`src/rtl/wb_arbiter_pkg.sv`:
```
// Shared core types for the writeback path: operand, physical register
// and the queued result entry.
package wb_arbiter_pkg;

  localparam int XLEN       = 32;
  localparam int CORE_WIDTH = 2;
  localparam int CORE_SIZE  = 64;
  localparam int PREG_W     = $clog2(CORE_SIZE);

  typedef logic [XLEN-1:0]   xlen_t;
  typedef logic [PREG_W-1:0] preg_t;

  typedef struct packed {
    preg_t dst;
    xlen_t opd;
  } wb_ent_t;

endpackage

```
`src/rtl/wb_fifo.sv`:
```
// Per-FU result queue; full/empty come from registered pointers only.
module wb_fifo
  import wb_arbiter_pkg::*;
#(
  parameter int DEPTH = 2
) (
  input  logic    clock,
  input  logic    reset_n,
  input  logic    flush,
  input  logic    push,
  input  wb_ent_t din,
  input  logic    pop,
  output wb_ent_t head,
  output logic    empty,
  output logic    full
);

  localparam int AW = $clog2(DEPTH);

  logic [AW:0] wp;
  logic [AW:0] rp;
  wb_ent_t     mem [DEPTH];

  assign empty = (wp == rp);
  assign full  = (wp[AW] != rp[AW]) &&
                 (wp[AW-1:0] == rp[AW-1:0]);
  assign head  = mem[rp[AW-1:0]];

  always_ff @(posedge clock or negedge reset_n) begin
    if (!reset_n) begin
      wp <= '0;
      rp <= '0;
    end else if (flush) begin
      wp <= '0;
      rp <= '0;
    end else begin
      if (push) wp <= wp + 1'b1;
      if (pop)  rp <= rp + 1'b1;
    end
  end

  always_ff @(posedge clock) begin
    if (push) mem[wp[AW-1:0]] <= din;
  end

endmodule

```
`src/rtl/wb_arbiter.sv`:
```
// Writeback arbiter: NUM_FU result queues drained round-robin onto WIDTH
// register-file lanes. Define WB_BYPASS_EN for empty-queue bypass.
module wb_arbiter
  import wb_arbiter_pkg::*;
#(
  parameter int NUM_FU = 4,
  parameter int WIDTH  = CORE_WIDTH,
  parameter int DEPTH  = 2,
  parameter int SIZE   = CORE_SIZE
) (
  input  logic                    clock,
  input  logic                    reset_n,
  input  logic                    flush,
  input  logic [NUM_FU-1:0]       fu_valid,
  output logic [NUM_FU-1:0]       fu_ready,
  input  preg_t [NUM_FU-1:0]      fu_dst,
  input  xlen_t [NUM_FU-1:0]      fu_opd,
  output logic [WIDTH-1:0]        wb_valid,
  output preg_t [WIDTH-1:0]       wb_dst,
  output xlen_t [WIDTH-1:0]       wb_opd
);

  localparam int PW = $clog2(NUM_FU > 1 ? NUM_FU : 2);
  localparam int CW = $clog2(WIDTH + 1);

  if (DEPTH < 2 || (DEPTH & (DEPTH - 1)) != 0) begin : g_bad_depth
    $error("wb_arbiter: DEPTH must be a power of 2 >= 2");
  end
  if ($clog2(SIZE) != PREG_W) begin : g_bad_size
    $error("wb_arbiter: SIZE does not match preg_t");
  end

  logic [NUM_FU-1:0] empty, full, ok, byp;
  logic [NUM_FU-1:0] push, pop, cand_v, grant;
  wb_ent_t           head [NUM_FU];
  wb_ent_t           cand [NUM_FU];

  logic [PW-1:0]     rr_ptr, rr_nxt;
  logic [WIDTH-1:0]  lane_v;
  wb_ent_t           lane [WIDTH];

  assign fu_ready = ~full;

  for (genvar i = 0; i < NUM_FU; i++) begin : g_fu
    // zero-dst results complete the handshake but never enter a queue
    assign ok[i] = fu_valid[i] & fu_ready[i] & ~flush &
                   (fu_dst[i] != '0);
`ifdef WB_BYPASS_EN
    assign byp[i] = ok[i] & empty[i];
`else
    assign byp[i] = 1'b0;
`endif
    assign cand_v[i] = (~empty[i] & ~flush) | byp[i];
    assign cand[i]   = empty[i] ? wb_ent_t'({fu_dst[i], fu_opd[i]})
                                : head[i];
    assign push[i]   = ok[i] & ~(byp[i] & grant[i]);
    assign pop[i]    = grant[i] & ~empty[i];

    wb_fifo #(.DEPTH(DEPTH)) u_fifo (
      .clock   (clock),
      .reset_n (reset_n),
      .flush   (flush),
      .push    (push[i]),
      .din     (wb_ent_t'({fu_dst[i], fu_opd[i]})),
      .pop     (pop[i]),
      .head    (head[i]),
      .empty   (empty[i]),
      .full    (full[i])
    );
  end

  always_comb begin
    logic [PW:0]   s;
    logic [PW:0]   n;
    logic [PW-1:0] idx;
    logic [CW-1:0] cnt;
    logic          hit;
    s      = '0;
    n      = '0;
    idx    = '0;
    cnt    = '0;
    hit    = 1'b0;
    grant  = '0;
    lane_v = '0;
    rr_nxt = rr_ptr;
    for (int w = 0; w < WIDTH; w++) lane[w] = '0;
    for (int k = 0; k < NUM_FU; k++) begin
      s = {1'b0, rr_ptr} + (PW+1)'(k);
      if (s >= (PW+1)'(NUM_FU)) s = s - (PW+1)'(NUM_FU);
      idx = s[PW-1:0];
      // a head colliding with an earlier grant's dst waits in place
      hit = 1'b0;
      for (int w = 0; w < WIDTH; w++) begin
        if (lane_v[w] && lane[w].dst == cand[idx].dst) hit = 1'b1;
      end
      if (cand_v[idx] && !hit && cnt < CW'(WIDTH)) begin
        for (int w = 0; w < WIDTH; w++) begin
          if (cnt == CW'(w)) begin
            lane_v[w] = 1'b1;
            lane[w]   = cand[idx];
          end
        end
        grant[idx] = 1'b1;
        cnt        = cnt + 1'b1;
        n          = s + 1'b1;
        if (n >= (PW+1)'(NUM_FU)) n = '0;
        rr_nxt = n[PW-1:0];
      end
    end
  end

  always_ff @(posedge clock or negedge reset_n) begin
    if (!reset_n) begin
      rr_ptr   <= '0;
      wb_valid <= '0;
      wb_dst   <= '0;
      wb_opd   <= '0;
    end else begin
      rr_ptr   <= rr_nxt;
      wb_valid <= lane_v;
      for (int w = 0; w < WIDTH; w++) begin
        wb_dst[w] <= lane[w].dst;
        wb_opd[w] <= lane[w].opd;
      end
    end
  end

endmodule

```
`config.mk`:
```
export PLATFORM = sky130hd
export DESIGN_NAME = wb_arbiter
export DESIGN_NICKNAME = d
export VERILOG_FILES = /design/src/rtl/wb_arbiter_pkg.sv /design/src/rtl/wb_fifo.sv /design/src/rtl/wb_arbiter.sv
export SDC_FILE = /design/constraint.sdc
export NUM_CORES = 1
export LEC_CHECK = 0
export BUFFER_PORTS_ARGS = -buffer_cell sky130_fd_sc_hd__buf_2
export CAP_MARGIN = 10
export CELL_PAD_IN_SITES_DETAIL_PLACEMENT = 1
export CELL_PAD_IN_SITES_GLOBAL_PLACEMENT = 2
export CORE_ASPECT_RATIO = 1.75
export CORE_MARGIN = 1
export CORE_UTILIZATION = 40
export DETAILED_ROUTE_END_ITERATION = 10
export PLACE_DENSITY = 0.86
export SLEW_MARGIN = 20
export SYNTH_ARGS = -nofsm -noshare
export SYNTH_HDL_FRONTEND = slang
export SYNTH_HIERARCHICAL = 1
export SYNTH_SLANG_ARGS = --single-unit
```
`constraint.sdc`:
```
create_clock -name clock -period 7.33 [get_ports clock]
set_input_delay 1.466 -clock clock [delete_from_list [all_inputs] [get_ports clock]]
set_output_delay 1.466 -clock clock [all_outputs]
set_load 0.05 [all_outputs]
```
==> results.cfg <==
[die]
core_area_um2 = 56400
io_pins = 241
dieWidth_um = 183
die_area_um2 = 58200
num_rows = 115
chipHeight_um = 318
start_util = 0.406

[pwr]
p_clk_frac = 0.205
power.leakage_nw = 10.5
power.share.sequential = 0.285
p_sw_w = 0.00463
switching_share = 0.450
vdd_drop_max_mv = 0.302
powerDensity_nw_per_um2 = 397
intPower_w = 0.00565
p_comb_frac = 0.510

[route]
vias_per_cell = 5.69
drc = 0
post_drt_wl_per_cell_um = 25.0
antenna_left = 0
drtIter0Drc = 1032
num_vias = 16100
wl_um = 70800
firstDrtPassIters = 5

[layout]
utilization = 0.459
final_nets = 2212
multi_input_area_um2 = 10500
drive_gt1_frac = 0.314
final_cells = 2839
finalInstanceArea_um2 = 25900
n_fill_cell = 6010
seq_area_um2 = 11500
areaGrowthSynthToFinish_pct = 13.1

[critical_path]
worstReg2RegStart = g_fu[1].u_fifo/rp[0]
cp_slowest_cell = buf_4
required_ns = 7.80
cp_cell_sequence = xor2_1 > nor2_4 > mux2i_1 > mux4_2 > nor2_1 > xnor2_1 > nor3_1 > a31oi_1 > ha_1 > or3_1 > or3_1 > o211a_1 > xor2_1 > a2111oi_2 > a211oi_1 > nand2_2 > buf_4 > mux2i_1
max_stage_delay_ns = 0.62
ff2ff_setup_slack_ns = 0.93
worst_setup_path_start_kind = flip-flop
startpoint = g_fu[1].u_fifo/rp[0]
worstSetupPathType = reg2reg
r2r_end = wb_opd[27]
endpoint = wb_opd[27]
cp-end-kind = flip-flop
reg2regPathDepth = 18
crit_arrival_ns = 6.87
path_max_fanout = 34

[grt]
grt_max_degree = 155
met2_usage = 0.393
grt_pass1_wl_um = 107000
grt-busiest-layer = met2
antenna_found_initial = 3
grt_pass1_vias = 17000
grt_use_total = 0.242
grtUsageMet1 = 0.323
use_met3 = 0.0360
grt_overflow = 0

[yosys]
synth_commonest_cells = edfxtp_1 (304), a21oi_1 (237), nor2_1 (221), mux2i_1 (169), mux2_4 (148)
synth_nets = 2044
ys.flop_type = edfxtp_1
synthCells = 1879
synthDominantCellAreaShare = 0.399
yosysSeqAreaShare = 0.504
synth_edf_count = 304
ys_seq_elements = 400
synth_top_area_cell = edfxtp_1
ys_top_cells_by_area = edfxtp_1 (40%), dfrtp_1 (11%), mux2_4 (9.7%)
yosysMostFrequentCell = edfxtp_1
ys_types = 63
ys_async_sr_fraction = 0.240
syn_area_um2 = 22900
yosys_warnings = 6
avgSynthCellArea_um2 = 12.2

[clock_tree]
clock_latency_ns = 0.57
cts_tree = done
cts-resized-gates = 0
ctsHoldBuffers = 0
cts_made_buffers = 39
path_clk_slew_ns = 0.07
root_buffer = clkbuf_16
post-cts-setup-buffer-count = 0
clockBufferDepth = 3
cts_sinks = 400
h-tree-depth = 2

[placed_design]
portBuffers = 240
dpl_cell_area_um2 = 24500
dpl.cell_count = 2765
place_ws_ns = 0.638
dpl.hpwl_um = 51100
gp_congestion = 0.875

[timing]
final.setup.tns_ns = 0
final.setup.worst_slack_ns = 0.930
fmax_mhz = 156
setup_viol = 0
timing.final.crit_share = 0.873
rsz0062_at_grt = false
slew_headroom = 0.252
maxSlewViolCount = 0
skew_ns = 0.0240
finalHoldViolations = 0
tightest_slew_ns = 1.12
fin_crit_ns = 6.40

[worst_hold_path]
min_from = g_fu[2].u_fifo/rp[1]
min_path_type = reg2reg

[outcome]
run_status = complete, no violations

[flow_run]
maxCapViolations = 0
-- worst min-delay path by stage --
stage | end | slack, ns | cells past startpoint
floorplan | g_fu[3].u_fifo/rp[1] | 0.55 | 2
global placement | g_fu[2].u_fifo/rp[1] | 0.60 | 2
detailed placement | g_fu[2].u_fifo/rp[1] | 0.62 | 2
CTS | g_fu[2].u_fifo/rp[1] | 0.64 | 2
global route | g_fu[2].u_fifo/rp[1] | 0.64 | 2
finish | g_fu[2].u_fifo/rp[1] | 0.63 | 2
-- power by group through the flow --
stage / Combinational (W) / Clock, W / Sequential, W
after floorplan: 0.00336 / 0 / 0.00332
after global placement: 0.00506 / 0 / 0.00297
after detailed placement: 0.00520 / 0 / 0.00298
after CTS: 0.00522 / 0.00216 / 0.00293
after global routing: 0.00562 / 0.00223 / 0.00294
final: 0.00524 / 0.00211 / 0.00293
-- critical path, delay by kind of cell, from the launching register on --
kind	cells	cell delay [ns]
adder cells (fa/ha/maj)	1	0.33
multiplexers	3	1.18
AND/OR/NAND/NOR	6	2.18
buffers and inverters	1	0.62
XOR/XNOR	3	0.53
flip-flops	1	0.51
AO/OA/AOI/OAI	4	0.97
-- routing by layer --
layer	up-vias	part of all wire
li1	7372	-
met1	8204	0.44
met2	464	0.47
met3	102	0.052
met4	6	0.038
met5	-	0.00058
-- flip-flops by register name (all words and copies together) (netlist names) --
| register | count |
|---|---|
| g_fu.u_fifo/rp | 8 |
| wb_dst | 12 |
| rr_ptr | 2 |
| g_fu.u_fifo/wp | 8 |
| g_fu.u_fifo/mem | 304 |
| wb_opd | 64 |
| wb_valid | 2 |
-- area by class of cell --
class | count | share of cell area
Antenna cell | 1 | 0.0000968
Clock buffer | 50 | 0.0421
Clock inverter | 22 | 0.00919
Inverter | 11 | 0.00169
Multi-Input combinational cell | 1321 | 0.406
Sequential cell | 400 | 0.446
Tap cell | 760 | 0.0368
Timing Repair Buffer | 274 | 0.0579
-- kinds of logic after synthesis --
group,synth area share
DFF,0.504
xor gates and xnor gates,0.0115
muxes,0.246
and+or+nand+nor,0.0724
AOI/OAI and AO/OA,0.121
adders and majority gates,0.00328
buffers and inverters,0.0417
-- placed cells by master (no fill, tap or decap), types with 6 or more instances in the layout --
master,count
buf_4,32
or3_1,6
clkbuf_1,6
a22o_1,9
xor2_1,15
inv_1,7
a21oi_1,237
mux4_2,18
a22oi_1,6
o21ai_0,35
mux2_4,148
a211oi_1,98
xnor2_1,15
mux2_2,116
buf_2,239
clkinv_1,6
dfrtp_1,90
nor2b_1,15
clkbuf_16,41
a21o_1,33
mux2i_1,169
or4_1,6
nand2_1,78
and3_1,6
edfxtp_1,304
nor2_1,216
nor3_1,10
-- stage by stage --
step / hold WS (ns) / total power [W]
after floorplan: 0.550 / 0.00668
after global placement: 0.600 / 0.00803
after detailed placement: 0.617 / 0.00817
after CTS: 0.640 / 0.0103
after global routing: 0.643 / 0.0108
final: 0.629 / 0.0103
(Power assumes the default switching activity.)
